$ cat config.mk
export PLATFORM = sky130hd
export DESIGN_NAME = elbeth_branch_ctrl
export DESIGN_NICKNAME = d
export VERILOG_FILES = /design/src/rtl/elbeth_branch_ctrl_pkg.sv /design/src/rtl/elbeth_branch_hazard_detect.sv /design/src/rtl/elbeth_branch_ctrl.sv
export SDC_FILE = /design/constraint.sdc
export NUM_CORES = 1
export LEC_CHECK = 0
export ABC_AREA = 1
export CAP_MARGIN = 20
export CORE_MARGIN = 4
export CORE_UTILIZATION = 58
export DETAILED_ROUTE_END_ITERATION = 6
export DONT_BUFFER_PORTS = 1
export PLACE_DENSITY = 0.74
export SLEW_MARGIN = 20
export SYNTH_ARGS = -nofsm -noshare
export SYNTH_HDL_FRONTEND = slang
export SYNTH_SLANG_ARGS = --single-unit
$ cat constraint.sdc
create_clock -name clk -period 2.5 [get_ports clk]
set_clock_uncertainty 0.1 [all_clocks]
set_input_delay 0.5 -clock clk [delete_from_list [all_inputs] [get_ports clk]]
set_output_delay 0.5 -clock clk [all_outputs]
set_load 0.01 [all_outputs]
$ cat src/rtl/elbeth_branch_ctrl_pkg.sv
// Shared definitions for the elbeth branch unit and its ID-stage controller.
// Holds the branch op encoding, controller state encodings and the source-use decode helper.
package elbeth_branch_ctrl_pkg;

  localparam int unsigned OP_W = 3;

  // Branch unit operation codes (conditional codes follow the RV32 funct3 layout)
  localparam logic [OP_W-1:0] OP_BEQ  = 3'b000;
  localparam logic [OP_W-1:0] OP_BNE  = 3'b001;
  localparam logic [OP_W-1:0] OP_JAL  = 3'b010;
  localparam logic [OP_W-1:0] OP_JALR = 3'b011;
  localparam logic [OP_W-1:0] OP_BLT  = 3'b100;
  localparam logic [OP_W-1:0] OP_BGE  = 3'b101;
  localparam logic [OP_W-1:0] OP_BLTU = 3'b110;
  localparam logic [OP_W-1:0] OP_BGEU = 3'b111;

  typedef enum logic [1:0] {
    BRC_RUN    = 2'd0,
    BRC_HAZARD = 2'd1,
    BRC_HOLD   = 2'd2
  } brc_state_e;

  typedef struct packed {
    logic is_branch;
    logic use_rs1;
    logic use_rs2;
  } src_use_t;

  // Which register sources an op reads; unknown ops are not branches
  function automatic src_use_t decode_src(input logic [OP_W-1:0] op);
    src_use_t u;
    u = '0;
    case (op)
      OP_JAL:  u.is_branch = 1'b1;
      OP_JALR: begin
        u.is_branch = 1'b1;
        u.use_rs1   = 1'b1;
      end
      OP_BEQ, OP_BNE, OP_BLT, OP_BGE, OP_BLTU, OP_BGEU: begin
        u.is_branch = 1'b1;
        u.use_rs1   = 1'b1;
        u.use_rs2   = 1'b1;
      end
      default: u = '0;
    endcase
    return u;
  endfunction

endpackage

$ cat src/rtl/elbeth_branch_hazard_detect.sv
// Combinational operand-hazard check for the branch in ID.
// Ports: op/rs1_addr/rs2_addr from ID; ex_* and mem_* producer info;
//        is_branch_c (op is a control transfer), hazard_c (a used source is not yet available).
module elbeth_branch_hazard_detect #(
  parameter int unsigned REG_ADDR_W = 5
) (
  input  logic [2:0]            op,
  input  logic [REG_ADDR_W-1:0] rs1_addr,
  input  logic [REG_ADDR_W-1:0] rs2_addr,
  input  logic [REG_ADDR_W-1:0] ex_rd_addr,
  input  logic                  ex_reg_we,
  input  logic [REG_ADDR_W-1:0] mem_rd_addr,
  input  logic                  mem_reg_we,
  input  logic                  mem_mem_read,
  output logic                  is_branch_c,
  output logic                  hazard_c
);
  import elbeth_branch_ctrl_pkg::*;

  src_use_t use_c;
  logic     rs1_hz_c;
  logic     rs2_hz_c;

  // Any EX writer blocks; in MEM only a load does, ALU results are forwarded into ID
  always_comb begin
    use_c    = decode_src(op);
    rs1_hz_c = use_c.use_rs1 && (rs1_addr != '0) &&
               ((ex_reg_we && (ex_rd_addr == rs1_addr)) ||
                (mem_reg_we && mem_mem_read && (mem_rd_addr == rs1_addr)));
    rs2_hz_c = use_c.use_rs2 && (rs2_addr != '0) &&
               ((ex_reg_we && (ex_rd_addr == rs2_addr)) ||
                (mem_reg_we && mem_mem_read && (mem_rd_addr == rs2_addr)));
    is_branch_c = use_c.is_branch;
    hazard_c    = rs1_hz_c || rs2_hz_c;
  end

endmodule

$ cat src/rtl/elbeth_branch_ctrl.sv
// ID-stage branch resolution sequencer: stalls on operand hazards, then issues the PC
// redirect and IF flush to fetch with a ready/valid handshake; keeps branch statistics.
// Ports: clk, rst (sync, active-high); id_* branch in ID; ex_*/mem_* producers;
//        bu_pc_branch/bu_taken from branch unit; if_ready from fetch;
//        redirect_valid/redirect_pc/if_flush/id_stall/ex_bubble pipeline control (same-cycle);
//        br_count/taken_count/stall_count statistics.
module elbeth_branch_ctrl #(
  parameter int unsigned REG_ADDR_W = 5,
  parameter int unsigned CNT_WIDTH  = 32
) (
  input  logic                  clk,
  input  logic                  rst,
  input  logic                  id_br_valid,
  input  logic [2:0]            id_br_op,
  input  logic [REG_ADDR_W-1:0] id_rs1_addr,
  input  logic [REG_ADDR_W-1:0] id_rs2_addr,
  input  logic [REG_ADDR_W-1:0] ex_rd_addr,
  input  logic                  ex_reg_we,
  input  logic                  ex_mem_read,
  input  logic [REG_ADDR_W-1:0] mem_rd_addr,
  input  logic                  mem_reg_we,
  input  logic                  mem_mem_read,
  input  logic [31:0]           bu_pc_branch,
  input  logic                  bu_taken,
  input  logic                  if_ready,
  output logic                  redirect_valid,
  output logic [31:0]           redirect_pc,
  output logic                  if_flush,
  output logic                  id_stall,
  output logic                  ex_bubble,
  output logic [CNT_WIDTH-1:0]  br_count,
  output logic [CNT_WIDTH-1:0]  taken_count,
  output logic [CNT_WIDTH-1:0]  stall_count
);
  import elbeth_branch_ctrl_pkg::*;

  brc_state_e           state_q, state_d;
  logic [31:0]          hold_pc_q, hold_pc_d;
  logic [CNT_WIDTH-1:0] br_count_q, br_count_d;
  logic [CNT_WIDTH-1:0] taken_count_q, taken_count_d;
  logic [CNT_WIDTH-1:0] stall_count_q, stall_count_d;

  logic is_branch_c;
  logic hazard_c;
  logic br_act_c;
  logic resolved_c;
  logic taken_c;

  // An EX load is already covered by ex_reg_we
  logic unused_ex_mem_read;
  assign unused_ex_mem_read = ex_mem_read;

  elbeth_branch_hazard_detect #(
    .REG_ADDR_W (REG_ADDR_W)
  ) u_hazard (
    .op           (id_br_op),
    .rs1_addr     (id_rs1_addr),
    .rs2_addr     (id_rs2_addr),
    .ex_rd_addr   (ex_rd_addr),
    .ex_reg_we    (ex_reg_we),
    .mem_rd_addr  (mem_rd_addr),
    .mem_reg_we   (mem_reg_we),
    .mem_mem_read (mem_mem_read),
    .is_branch_c  (is_branch_c),
    .hazard_c     (hazard_c)
  );

  assign br_act_c = id_br_valid && is_branch_c;

  // State, held target and counters
  always_ff @(posedge clk) begin
    if (rst) begin
      state_q       <= BRC_RUN;
      hold_pc_q     <= '0;
      br_count_q    <= '0;
      taken_count_q <= '0;
      stall_count_q <= '0;
    end else begin
      state_q       <= state_d;
      hold_pc_q     <= hold_pc_d;
      br_count_q    <= br_count_d;
      taken_count_q <= taken_count_d;
      stall_count_q <= stall_count_d;
    end
  end

  // Next state and same-cycle pipeline control; reset masks everything
  always_comb begin
    state_d        = state_q;
    hold_pc_d      = hold_pc_q;
    redirect_valid = 1'b0;
    redirect_pc    = '0;
    if_flush       = 1'b0;
    id_stall       = 1'b0;
    ex_bubble      = 1'b0;
    resolved_c     = 1'b0;
    taken_c        = 1'b0;
    if (!rst) begin
      case (state_q)
        BRC_RUN, BRC_HAZARD: begin
          if (!br_act_c) begin
            state_d = BRC_RUN;
          end else if (hazard_c) begin
            state_d   = BRC_HAZARD;
            id_stall  = 1'b1;
            ex_bubble = 1'b1;
          end else begin
            resolved_c = 1'b1;
            state_d    = BRC_RUN;
            if (bu_taken) begin
              taken_c        = 1'b1;
              redirect_valid = 1'b1;
              redirect_pc    = bu_pc_branch;
              if (if_ready) begin
                if_flush = 1'b1;
              end else begin
                // Fetch busy: park the target, branch itself still moves on to EX
                hold_pc_d = bu_pc_branch;
                state_d   = BRC_HOLD;
                id_stall  = 1'b1;
              end
            end
          end
        end
        BRC_HOLD: begin
          redirect_valid = 1'b1;
          redirect_pc    = hold_pc_q;
          id_stall       = 1'b1;
          ex_bubble      = 1'b1;
          if (if_ready) begin
            if_flush = 1'b1;
            state_d  = BRC_RUN;
          end
        end
        default: state_d = BRC_RUN;
      endcase
    end
  end

  // Free-running statistics, wrap on overflow
  always_comb begin
    br_count_d    = br_count_q + CNT_WIDTH'(resolved_c);
    taken_count_d = taken_count_q + CNT_WIDTH'(taken_c);
    stall_count_d = stall_count_q + CNT_WIDTH'(id_stall);
  end

  assign br_count    = br_count_q;
  assign taken_count = taken_count_q;
  assign stall_count = stall_count_q;

endmodule

Yosys cells after proc, flatten, opt, wreduce, memory -nomap -nowiden
Cells that the tools add are included.
- bits of input ports: 64
- logic and storage cells: 87
- output and inout port bits: 132
- register bits after elaboration: 130
- reductions and logical operators: 22
- mux-type cells: 41
- bitwise gates (word level): 2
- equal/unequal tests: 14
- add/subtract/negate cells: 3
- operators with widths (operator ; count):
    $mux 32 ; 4
    $add 32x1->32 ; 3
    $pmux 32 s2 ; 1
    $mux 1 ; 26
    $eq 5x5->1 ; 4
    $eq 3x3->1 const B ; 4
    $logic_and 1x1->1 ; 10
    $mux 2 ; 5
    $reduce_bool 5->1 ; 2
    $pmux 1 s2 ; 4
    $reduce_or 8->1 ; 1
    $reduce_or 7->1 ; 1
    $eq 3x2->1 const B ; 2
    $reduce_or 6->1 ; 1
    $reduce_and 5->1 ; 1
    $pmux 2 s2 ; 1
    $eq 3x1->1 const B ; 1
    $logic_not 3->1 ; 1
    $logic_or 1x1->1 ; 3
    $eq 2x1->1 const B ; 1
    $eq 2x2->1 const B ; 1
    $logic_not 2->1 ; 1
    $ne 2x2->1 const B ; 1
    $not 1->1 ; 2
    $reduce_or 2->1 ; 1

Depth between registers and ports, before layout
Gate-level depths: netlist of the first run.
- depth after elaboration: 11
- gate-level depth with buffers: 23

Modules after synthesis
A second synthesis of the first run with hierarchy kept.
- cells, all modules: 1143
- area, all modules: 7023.0 um^2
- by module, submodules not included (module ; instances ; cells each ; area each (um^2)):
    elbeth_branch_ctrl ; 1 ; 1031 ; 6585.1
    elbeth_branch_hazard_detect ; 1 ; 112 ; 437.9

Least setup slack after synthesis of the first run
Ideal clock, no wire load.
- kind: input -> register
- start point: input port ex_rd_addr[0]
- end point: register stall_count_q[26], in the netlist stall_count[26]
- required time: 2.266 ns
- data arrival time: 2.701 ns
- setup slack: -0.436 ns
- setup time: 0.134 ns
- stages on the path: 23
- path buffers: 0
- path through: inv_1 nand2_1 nand2_1 nor2_1 nand3_1 nand2_1 nand2_2 nand2_2 o21ai_0 a21oi_1 ha_1 ha_1 nand2_2 nor2_4 nand2_2 nor2_4 nand3_2 inv_2 nand2_2 nor2_4 nand2_1 nor2_1 nor3b_2
- cells in the longest elaborated chain, start to end: 10
- elaborated cells on any way between the ends: 14
- RTL lines (element ; line ; source):
    from (decl) ; elbeth_branch_ctrl.sv:17 ; input logic [REG_ADDR_W-1:0] ex_rd_addr,
    $eq 5x5->1, on equally long branches ; elbeth_branch_hazard_detect.sv:28, elbeth_branch_hazard_detect.sv:31 ;
    $logic_and 1x1->1, on equally long branches ; elbeth_branch_hazard_detect.sv:28, elbeth_branch_hazard_detect.sv:31 ;
    $logic_or 1x1->1, on equally long branches ; elbeth_branch_hazard_detect.sv:28, elbeth_branch_hazard_detect.sv:31 ;
    $logic_and 1x1->1, on equally long branches ; elbeth_branch_hazard_detect.sv:27, elbeth_branch_hazard_detect.sv:30 ;
    $logic_or 1x1->1 * ; elbeth_branch_hazard_detect.sv:34 ; hazard_c = rs1_hz_c || rs2_hz_c;
    $mux 1 * ; elbeth_branch_ctrl.sv:103 ; end else if (hazard_c) begin
    $mux 1 * ; elbeth_branch_ctrl.sv:101 ; if (!br_act_c) begin
    $pmux 1 s2 * ; elbeth_branch_ctrl.sv:99 ; case (state_q)
    $mux 1 * ; elbeth_branch_ctrl.sv:98 ; if (!rst) begin
    named net id_stall ; elbeth_branch_ctrl.sv:29 ; output logic id_stall,
    $add 32x1->32 * ; elbeth_branch_ctrl.sv:144 ; stall_count_d = stall_count_q + CNT_WIDTH'(id_stall);
    to (signal assigned) ; elbeth_branch_ctrl.sv:83 ; stall_count_q <= stall_count_d;
    to (decl) ; elbeth_branch_ctrl.sv:41 ; logic [CNT_WIDTH-1:0] stall_count_q, stall_count_d;
Mark *: on every way through the listed nets, which the timed path passes. The rest lies on a longest branch.
A chain may end at the register's enable or synchronous reset.

Worst setup path in the final report of the first run
- start point: input port id_rs1_addr[1]
- end point: output port redirect_pc[15]
- cells in the longest elaborated chain, start to end: 9
- elaborated cells on any way between the ends: 13
- RTL lines (element ; line ; source):
    from (decl) ; elbeth_branch_ctrl.sv:15 ; input logic [REG_ADDR_W-1:0] id_rs1_addr,
    $eq 5x5->1, on equally long branches ; elbeth_branch_hazard_detect.sv:28, elbeth_branch_hazard_detect.sv:29 ;
    $logic_and 1x1->1, on equally long branches ; elbeth_branch_hazard_detect.sv:28, elbeth_branch_hazard_detect.sv:29 ;
    $logic_or 1x1->1 ; elbeth_branch_hazard_detect.sv:28 ; ((ex_reg_we && (ex_rd_addr == rs1_addr)) ||
    $logic_and 1x1->1 * ; elbeth_branch_hazard_detect.sv:27 ; rs1_hz_c = use_c.use_rs1 && (rs1_addr != '0) &&
    $logic_or 1x1->1 * ; elbeth_branch_hazard_detect.sv:34 ;
    $mux 32 * ; elbeth_branch_ctrl.sv:103 ;
    $mux 32 * ; elbeth_branch_ctrl.sv:101 ;
    $pmux 32 s2 * ; elbeth_branch_ctrl.sv:99 ;
    $mux 32 * ; elbeth_branch_ctrl.sv:98 ;
    to (decl) ; elbeth_branch_ctrl.sv:27 ; output logic [31:0] redirect_pc,
Every way passes the cells marked *; elsewhere a longest branch is shown, timed or not.

==> metrics.txt, run 1 <==
final WL=19.3 mm; met2 Use GR=0.427; layout cells sized above 1=0.210; P&R area growth vs syn=22.7%; Synth Area in Simple Gates=0.415; CTS sink cnt=130; unrepaired setup endpoints after global routing=true; sequential area share after synthesis=0.359; DR iter-0 viols=543; syn avg cell area=6.46 um2; fmax=0.401 GHz; fill count=997; clk buf depth=2; hold slack=45.9 ps; Synth cell types=41; gr busiest metal=met2; largest family of logic cells by synthesized area=simple AND/OR/NAND/NOR gates; # DRC=0; Die ar.=14400 um2; RR Endpoint=taken_count[28]; Core Box Area=12100 um2; met1 usage=0.307; most frequent cells in the layout=nand2_1 (266), nor2_1 (152), inv_1 (133), dfxtp_1 (130), a21oi_1 (63); Hold Path Depth=1; Inserted Clock Buffers=17; R2R depth=16; CTS Hold Bufs=0; CTS tree=built; chip width=120 um; outcome=completed; io pins=196; grt ovf=0; via count=7137; Power Density=532 nW/um2; crit path capture type=primary output; HPWL after detailed placement=13.0 mm; post-route clock period utilization=0.997; Nets=1241; Hold EP=state_q[1]; Vias/cell=5.29; Pre-antenna DRT Iters=7; worst hold start=if_ready; Post-Place Cells=1311; vias in the first global route=6393; Layout Cells excl Fill=1349; Initial Util=0.599; met3 usage=0.0891; max-cap viol count=0; routed len/inst=14.3 um; CP arrival=1890 ps; adder-cell area share of the yosys netlist=0.0103; commonest non-fill, non-tap cell in the layout=nand2_1; crit path launch type=primary input; Final GP Congestion=0.911; worst skew pair latency=420 ps; antenna viol nets, final=0; largest net degree at the start of global routing=98; Hold WC Path Type=primary input to register; post-synthesis cell count=1123; reg-to-reg slack, setup=140 ps; Root Driver=clkbuf_16; cell area after synthesis=7250 um2; worst slew pin tran=746 ps; Syn. warnings=0; Row Count=40; n_diodes=0; compound-gate portion of the synthesized area=0.0988; Die Y=120 um; first-pass GRT wire length=30.4 mm; Critical Path Fanout Max=16; LEAKAGE=3.62 nW; Post-Place Cell Area=7900 um2; Seq cells post-synth=130; final hold viol count=0; Port Buf Inserts=0; fin area=8900 um2; endpoints failing setup=0; Worst Path Required=1900 ps; Util after Layout=0.735; Clock transition at path regs=60 ps; initial antenna violation count=0; Slew headroom=0.503; Synth Area in XOR/XNOR=0.0133; Max VDD drop=0.000476 V; H-Tree Depth=4; max-slew violation count=0; Crit Path Class=primary input to primary output; Synth Net Count=1193; Global Route Usage Sum=0.257; setup tns final=0 ps; Final Critical Period=2490 ps; post-synthesis mux area share=0; worst reg2reg startpoint=state_q[1]
## what timing repair did
item | CTS | global route
setup buffers | 0 | 7
setup endpoints to repair | 1 | 62
resized for setup | 1 | 100
pin swaps | 0 | 28
cloned | 0 | 2
## stage by stage
stage               power, mW  setup slack [ps]
floorplan                2.42              -296
global placement         2.45              -366
detailed placement       2.45              -405
CTS                      4.73              46.7
global route             4.91              -144
finish                   4.74              8.51
## how the worst max path moves through the flow
stage | from | endpoint | slack (ps) | cells after the start
after floorplan | mem_rd_addr[0] | stall_count[24] | -300 | 23
after CTS | state_q[1] | taken_count[30] | 50 | 15
after detailed placement | id_rs2_addr[0] | taken_count[30] | -400 | 17
after global routing | ex_rd_addr[2] | stall_count[24] | -140 | 23
final | id_rs1_addr[1] | redirect_pc[15] | 9 | 12
after global placement | id_rs1_addr[1] | taken_count[30] | -370 | 18
## flip-flops by register name (all words and copies together), names as in the netlist
name         count
br_count        32
hold_pc_q       32
state_q          2
stall_count     32
taken_count     32
## cells in the mapped netlist, drive strengths merged
cell type / n / area share
nand2: 301 / 0.16
o221a: 1 / 0.0016
inv: 157 / 0.081
nand3: 61 / 0.046
o21a: 5 / 0.0052
and3: 1 / 0.00086
buf: 14 / 0.012
dfxtp: 130 / 0.36
nor3: 44 / 0.035
clkinv: 1 / 0.00052
xor2: 9 / 0.011
nor2: 182 / 0.11
nand4: 23 / 0.024
a311oi: 1 / 0.0012
a21oi: 84 / 0.058
nand3b: 3 / 0.0048
xnor2: 2 / 0.0024
o21bai: 1 / 0.0010
nor3b: 12 / 0.017
ha: 6 / 0.010
o21ai: 38 / 0.026
a31oi: 3 / 0.0026
nor4: 7 / 0.0060
a211oi: 3 / 0.0031
or2: 14 / 0.012
clkbuf: 20 / 0.010
## where the power goes
group          switching [mW]  internal [mW]
registers              0.0234           2.11
logic                   0.188          0.132
clock network           0.863           1.42
## layout make-up
type,count,area (um2),area share
Timing Repair Buffer,63,552,0.0620
Clock inverter,5,55.1,0.00618
Multi-Input combinational cell,801,4290,0.482
Inverter,158,708,0.0796
Tap cell,168,210,0.0236
Clock buffer,24,482,0.0541
Sequential cell,130,2600,0.292
## critical path, cell delays in order
cell,delay (ps)
nor2_2,90
nand4_1,70
o21ai_0,80
inv_1,80
nand2_2,110
nand2_4,70
buf_4,140
nor2_4,180
buf_12,180
nand3_1,70
a21oi_1,160
buf_4,150
## cells by family after synthesis
logic type / count (synthesis)
buf+inv: 192
xor+xnor: 11
fa+ha+maj: 6
simple gates: 648
compound gates: 136
flops: 130
## per-layer routing
metal	wire, um	part of all wire
met2	9540	0.49
met3	1680	0.087
met1	7780	0.40
met5	0	0
met4	340	0.018
No activity file was read; power rests on OpenSTA's default activity.
==> run 2: changes to the inputs <==
--- a/config.mk
+++ b/config.mk
@@ -16,3 +16,4 @@
 export SYNTH_ARGS = -nofsm -noshare
 export SYNTH_HDL_FRONTEND = slang
 export SYNTH_SLANG_ARGS = --single-unit
+export TNS_END_PERCENT = 10
==> run 2 against run 1 <==
Effect of this change:
- the flow now finishes with violations (negative setup slack)
- register-to-register slack worse by 70 ps
- power is 3.2% higher
- first-iteration DRC count is 15% lower
- cell count hardly changed
- non-clock buffer count is 1 lower
- clock-buffer cell count is 5 lower
- global-route usage is 0.33 points higher
- core utilization is 0.84 points lower
- sequential share of layout area is 0.34 points higher
- fmax is 0.35% lower
- largest cell class unchanged
==> metrics.txt, run 2 (synthesis results as in run 1) <==
outcome=finished with violations (was completed); failing checks=negative setup slack; n_diodes=0 (unchanged); crit path capture type=register (was primary output); Port Buf Inserts=0 (unchanged); reg-to-reg slack, setup=70 ps (was 140 ps); grt ovf=0 (unchanged); DP Worst Slack=-391 ps (was -405 ps); Met2 Wirelength=9.07 mm (was 9.54 mm); endpoints failing setup=1 (was 0); CTS sink cnt=130 (unchanged); worst slew pin tran=776 ps (was 746 ps); clk buf depth=2 (unchanged); # DRC=0 (unchanged); CP arrival=2720 ps (was 1890 ps); Final Critical Period=2500 ps (was 2490 ps); M1 WL=7.72 mm (was 7.78 mm); io pins=196 (unchanged); Die Y=120 um (unchanged); Global Route Usage Sum=0.260 (was 0.257); CTS tree=built (unchanged); Inserted Clock Buffers=17 (unchanged); vias in the first global route=6610 (was 6393); Die ar.=14400 um2 (unchanged); worst skew pair latency=420 ps (about the same); first-pass GRT wire length=30.7 mm (was 30.4 mm); post-route clock period utilization=1.00 (was 0.997); Setup WS post-layout=-0.118 ps (was 8.51 ps); Post-Place Cells=1312 (was 1311); largest net degree at the start of global routing=98 (unchanged); Pre-antenna DRT Iters=5 (was 7); Core Box Area=12100 um2 (unchanged); commonest non-fill, non-tap cell in the layout=nand2_1 (unchanged); via count=7141 (was 7137); antenna viol nets, final=0 (unchanged); Crit Path Class=primary input to register (was primary input to primary output); layout cells sized above 1=0.201 (was 0.210); DR top layer=met4 (unchanged); RR Endpoint=taken_count[26] (was taken_count[28]); routed len/inst=14.2 um (was 14.3 um); fmax=0.400 GHz (was 0.401 GHz); Critical Path Fanout Max=4 (was 16); DR iter-0 viols=461 (was 543); Initial Util=0.599 (unchanged); initial antenna violation count=0 (unchanged); LEAKAGE=3.55 nW (was 3.62 nW); final hold viol count=0 (unchanged); Clock transition at path regs=50 ps (was 60 ps); Hold WC Path Type=primary input to register (unchanged); unrepaired setup endpoints after global routing=true (unchanged); P&R area growth vs syn=21.3% (was 22.7%); Layout Cells excl Fill=1350 (was 1349); crit path launch type=primary input (unchanged); max-slew violation count=0 (unchanged); max-cap viol count=0 (unchanged); H-Tree Depth=4 (unchanged); Vias/cell=5.29 (about the same); Max VDD drop=0.000487 V (was 0.000476 V); Final GP Congestion=0.942 (was 0.911); Slew headroom=0.483 (was 0.503); CP endpoint=stall_count[24] (was redirect_pc[15]); R2R depth=18 (was 16); Root Driver=clkbuf_16 (unchanged); met3 wire length=1.81 mm (was 1.68 mm); most frequent cells in the layout=nand2_1 (279), nor2_1 (155), inv_1 (138), dfxtp_1 (130), buf_4 (59) (was nand2_1 (266), nor2_1 (152), inv_1 (133), dfxtp_1 (130), a21oi_1 (63)); final WL=19.1 mm (was 19.3 mm); HPWL after detailed placement=13.0 mm (about the same); Worst Path Required=2720 ps (was 1900 ps); CP Launch Point=id_rs2_addr[1] (was id_rs1_addr[1]); Row Count=40 (unchanged); CTS Hold Bufs=0 (unchanged); worst reg2reg startpoint=state_q[1] (unchanged); Power Density=555 nW/um2 (was 532 nW/um2); chip width=120 um (unchanged); Nets=1240 (was 1241)
-- run 2: metrics by stage --
step	hold slack (ps)	utilization	total power, mW	TNS (ps)	area (um2)
after floorplan	389	-	2.42	-3310	7330
after global placement	399	0.647	2.44	-14790	7830
after CTS	34.1	0.695	4.90	-4.89	8420
after detailed placement	401	0.647	2.45	-15160	7830
after global routing	27.2	0.727	5.06	-4550	8800
final	52.2	0.727	4.89	-0.118	8800
-- run 2: where the power goes --
| group | leakage [nW] | total (mW) | internal [mW] | switching [mW] |
|---|---|---|---|---|
| clock network | 0.286 | 2.46 | 1.55 | 0.913 |
| logic | 2.22 | 0.298 | 0.118 | 0.180 |
| registers | 1.05 | 2.13 | 2.11 | 0.0234 |
| total | 3.55 | 4.89 | 3.77 | 1.12 |
-- run 2: how the worst min path moves through the flow --
stage                 endpoint  cells after the start          start  slack, ps
2_1_floorplan     hold_pc_q[0]                      4   hold_pc_q[0]        390
3_3_place_gp     hold_pc_q[25]                      4  hold_pc_q[25]        400
3_5_place_dp     hold_pc_q[11]                      4  hold_pc_q[11]        400
4_1_cts             state_q[1]                      1       if_ready         30
5_1_grt        stall_count[15]                      1            rst         30
6_report            state_q[1]                      1       if_ready         50
-- run 2: final cells by class --
class / count / area, um2
Sequential cell: 130 / 2600
Fill cell: 1034 / 3310
Clock buffer: 19 / 433
Multi-Input combinational cell: 801 / 4240
Clock inverter: 12 / 141
Tap cell: 168 / 210
Inverter: 158 / 674
Timing Repair Buffer: 62 / 503
-- run 2: worst max-delay path, stage by stage --
cell       delay [ps]
clkinv_16          30
nand2_1            40
nand2_1            40
nor2_1            120
nand3_1            80
nand2_1            80
nand2_2            90
nand2_4           110
o21ai_2            60
a21oi_2           140
ha_2              220
ha_4              150
nand2_4            60
nor2_4            100
nand2_2            70
nor2_4            130
nand3_4           130
inv_2             100
nand2_2            80
nor2_4            120
nand2_1            80
nor2_1            130
nor3b_2            60
-- run 2: what timing repair did --
item                                    in CTS  in global routing
hold endpoints to repair                     0                  0
pin swaps                                    1                 17
setup buffers                                0                  7
resized for setup                            2                 90
endpoints found under the setup margin       3                 74
-- run 2: metal layers --
| metal | up-vias | GRT usage |
|---|---|---|
| li1 | 3652 | - |
| met1 | 3228 | 0.295 |
| met2 | 225 | 0.425 |
| met3 | 36 | 0.115 |
| met4 | 0 | 0.111 |
| met5 | - | 0 |
==> run 3: changes to the inputs <==
--- a/config.mk
+++ b/config.mk
@@ -11,7 +11,8 @@
 export CORE_UTILIZATION = 58
 export DETAILED_ROUTE_END_ITERATION = 6
 export DONT_BUFFER_PORTS = 1
-export PLACE_DENSITY = 0.74
+export GPL_TIMING_DRIVEN = 0
+export PLACE_DENSITY_LB_ADDON = 0.08
 export SLEW_MARGIN = 20
 export SYNTH_ARGS = -nofsm -noshare
 export SYNTH_HDL_FRONTEND = slang
==> run 3 against run 2 <==
Effect of this change:
- the flow still finishes with violations (negative setup slack)
- worst setup slack worse by 84 ps
- critical path depth is the same
- final area down 1.8%
- first-iteration DRC count increased by 4.6%
- clock power is 2% lower
- via count decreased by 0.18%
- die area did not move
- power grew 0.54%
- clock-buffer cell count up 8
==> metrics.txt, run 3 (synthesis results as in run 1) <==
setup tns final=-556 ps (was -0.118 ps); commonest non-fill, non-tap cell in the layout=nand2_1 (unchanged); Die ar.=14400 um2 (unchanged); Vias/cell=5.32 (was 5.29); Final GP Congestion=0.922 (was 0.942); slowest stage cell, crit path=a21oi_4 (was ha_2); io pins=196 (unchanged); Setup WS post-layout=-84.1 ps (was -0.118 ps); via count=7128 (was 7141); crit path capture type=register (unchanged); Final Critical Period=2580 ps (was 2500 ps); worst hold start=if_ready (unchanged); clk buf depth=2 (unchanged); Core Box Area=12100 um2 (unchanged); Global Route Usage Sum=0.267 (was 0.260); P_int=3.78 mW (was 3.77 mW); CP arrival=2760 ps (was 2720 ps); endpoints failing setup=29 (was 1); CTS Hold Bufs=0 (unchanged); reg-to-reg slack, setup=30 ps (was 70 ps); failing checks=negative setup slack (unchanged); Pre-antenna DRT Iters=6 (was 5); fill count=1069 (was 1034); first-pass GRT wire length=31.2 mm (was 30.7 mm); Hold Path Depth=1 (unchanged); post-route clock period utilization=1.03 (was 1.00); worst skew pair latency=410 ps (was 420 ps); Die Y=120 um (unchanged); # DRC=0 (unchanged); Post-Place Cells=1291 (was 1312); Comb pwr share=0.075 (was 0.061); RR Endpoint=taken_count[23] (was taken_count[26]); Layout Cells excl Fill=1341 (was 1350); worst reg2reg startpoint=state_q[1] (unchanged); CTS sink cnt=130 (unchanged); Clock transition at path regs=60 ps (was 50 ps); unrepaired setup endpoints after global routing=true (unchanged); multi-input logic area=4290 um2 (was 4240 um2); H-Tree Depth=4 (unchanged); Row Count=40 (unchanged); power share of the sequential group=0.434 (was 0.436); final hold viol count=0 (unchanged); P&R area growth vs syn=19.2% (was 21.3%); vias in the first global route=6286 (was 6610); Nets=1230 (was 1240); Port Buf Inserts=0 (unchanged); R2R depth=16 (was 18); Post-Place Cell Area=7540 um2 (was 7830 um2); initial antenna violation count=0 (unchanged); routed len/inst=14.7 um (was 14.2 um); outcome=finished with violations (unchanged); crit path launch type=primary input (unchanged); final WL=19.7 mm (was 19.1 mm); HPWL after detailed placement=14.5 mm (was 13.0 mm); layout cells sized above 1=0.194 (was 0.201); Hold EP=state_q[1] (unchanged); largest net degree at the start of global routing=17 (was 98); grt ovf=0 (unchanged); crit-path cells=nand2_8, inv_2, nand2_2, nor2_2, nand3_1, nand2_1, nand2_2, nand2_4, o21ai_4, a21oi_4, ha_4, ha_4, nand2_4, nor2_4, nand2_4, nor2_4, nand3_4, inv_4, nand2_4, nor2_4, nand2_1, nor2_1, nor3b_2 (was clkinv_16, nand2_1, nand2_1, nor2_1, nand3_1, nand2_1, nand2_2, nand2_4, o21ai_2, a21oi_2, ha_2, ha_4, nand2_4, nor2_4, nand2_2, nor2_4, nand3_4, inv_2, nand2_2, nor2_4, nand2_1, nor2_1, nor3b_2); Max VDD drop=0.000446 V (was 0.000487 V); Worst Path Required=2670 ps (was 2720 ps); CTS tree=built (unchanged); switching power share of the total=0.231 (was 0.228); fmax=0.387 GHz (was 0.400 GHz); Hold WC Path Type=primary input to register (unchanged); worst slew pin tran=813 ps (was 776 ps); n_diodes=0 (unchanged); chip width=120 um (unchanged); antenna viol nets, final=0 (unchanged); fin area=8650 um2 (was 8800 um2); Slew headroom=0.458 (was 0.483); LEAKAGE=3.41 nW (was 3.55 nW); Crit Path Class=primary input to register (unchanged); crit-path most repeated cell=nand2_4 (was nand2_1); Inserted Clock Buffers=17 (unchanged); Root Driver=clkbuf_16 (unchanged); switching power=1.13 mW (was 1.12 mW); max-cap viol count=0 (unchanged); register area=2600 um2 (unchanged); DR iter-0 viols=482 (was 461); max-slew violation count=0 (unchanged); Initial Util=0.599 (unchanged); Critical Path Fanout Max=4 (unchanged); Power Density=569 nW/um2 (was 555 nW/um2); most frequent cells in the layout=nand2_1 (262), nor2_1 (149), inv_1 (132), dfxtp_1 (130), nand3_1 (54) (was nand2_1 (279), nor2_1 (155), inv_1 (138), dfxtp_1 (130), buf_4 (59)); Clk pwr share=0.491 (was 0.503); Worst path max stage delay=240 ps (was 220 ps)
==> run 3: cell count changes in the layout (fill, tap and decap cells not counted), sizes merged <==
cell	before	now
bufinv	3	2
clkbuf	19	45
inv	155	158
buf	62	34
clkinv	11	3
clkinvlp	1	0
==> run 3: how the worst max path moves through the flow <==
| stage | endpoint | slack (ps) | from | cells after the start |
|---|---|---|---|---|
| after detailed placement | taken_count[22] | -910 | rst | 17 |
| final | stall_count[24] | -80 | mem_reg_we | 23 |
| after global routing | stall_count[26] | -270 | mem_rd_addr[0] | 23 |
| after floorplan | stall_count[24] | -300 | mem_rd_addr[0] | 23 |
| after global placement | taken_count[22] | -870 | rst | 17 |
| after CTS | stall_count[30] | -80 | ex_rd_addr[0] | 21 |
==> run 3: worst max-delay path: cells and delay by family <==
kind,cells,cell delay (ps)
AOI/OAI and AO/OA,2,310
adders and majority gates,2,320
buffers and inverters,2,130
and+or+nand+nor,17,1510
==> run 3: per-stage QoR <==
step,power (mW),worst slack [ps],hold WS [ps],util
floorplan,2.42,-296,389,-
global placement,2.49,-868,400,0.623
detailed placement,2.49,-914,401,0.623
CTS,4.90,-81.2,40.9,0.678
global route,5.10,-268,34.0,0.714
finish,4.92,-84.1,54.0,0.714
==> run 3: timing repair <==
action                     CTS  global route
pin swaps                    7            51
setup endpoints to repair   71            73
buffers inserted             4            14
resized for setup           22           113
==> run 3: cell type report <==
type / instances / share of cell area
flip-flops and latches: 130 / 0.301
repair buffers: 18 / 0.0156
clock inverters: 5 / 0.00868
plain buffers: 34 / 0.0207
inverters: 158 / 0.0770
multi-input cells: 801 / 0.496
clock buffers: 27 / 0.0570
well taps: 168 / 0.0243
==> run 3: power by group through the flow <==
stage / clock network (mW) / registers [mW] / logic (mW)
final: 2.41 / 2.13 / 0.370
after global routing: 2.55 / 2.13 / 0.418
after CTS: 2.44 / 2.13 / 0.327
after detailed placement: 0 / 2.18 / 0.317
after global placement: 0 / 2.18 / 0.313
after floorplan: 0 / 2.17 / 0.247
==> run 3: routing by layer <==
layer  vias up  global-route usage  part of all wire
li1       3647                   -                 -
met1      3215               0.325              0.42
met2       236               0.435              0.47
met3        30               0.101             0.095
met4         0              0.0916             0.019
met5         -                   0                 0
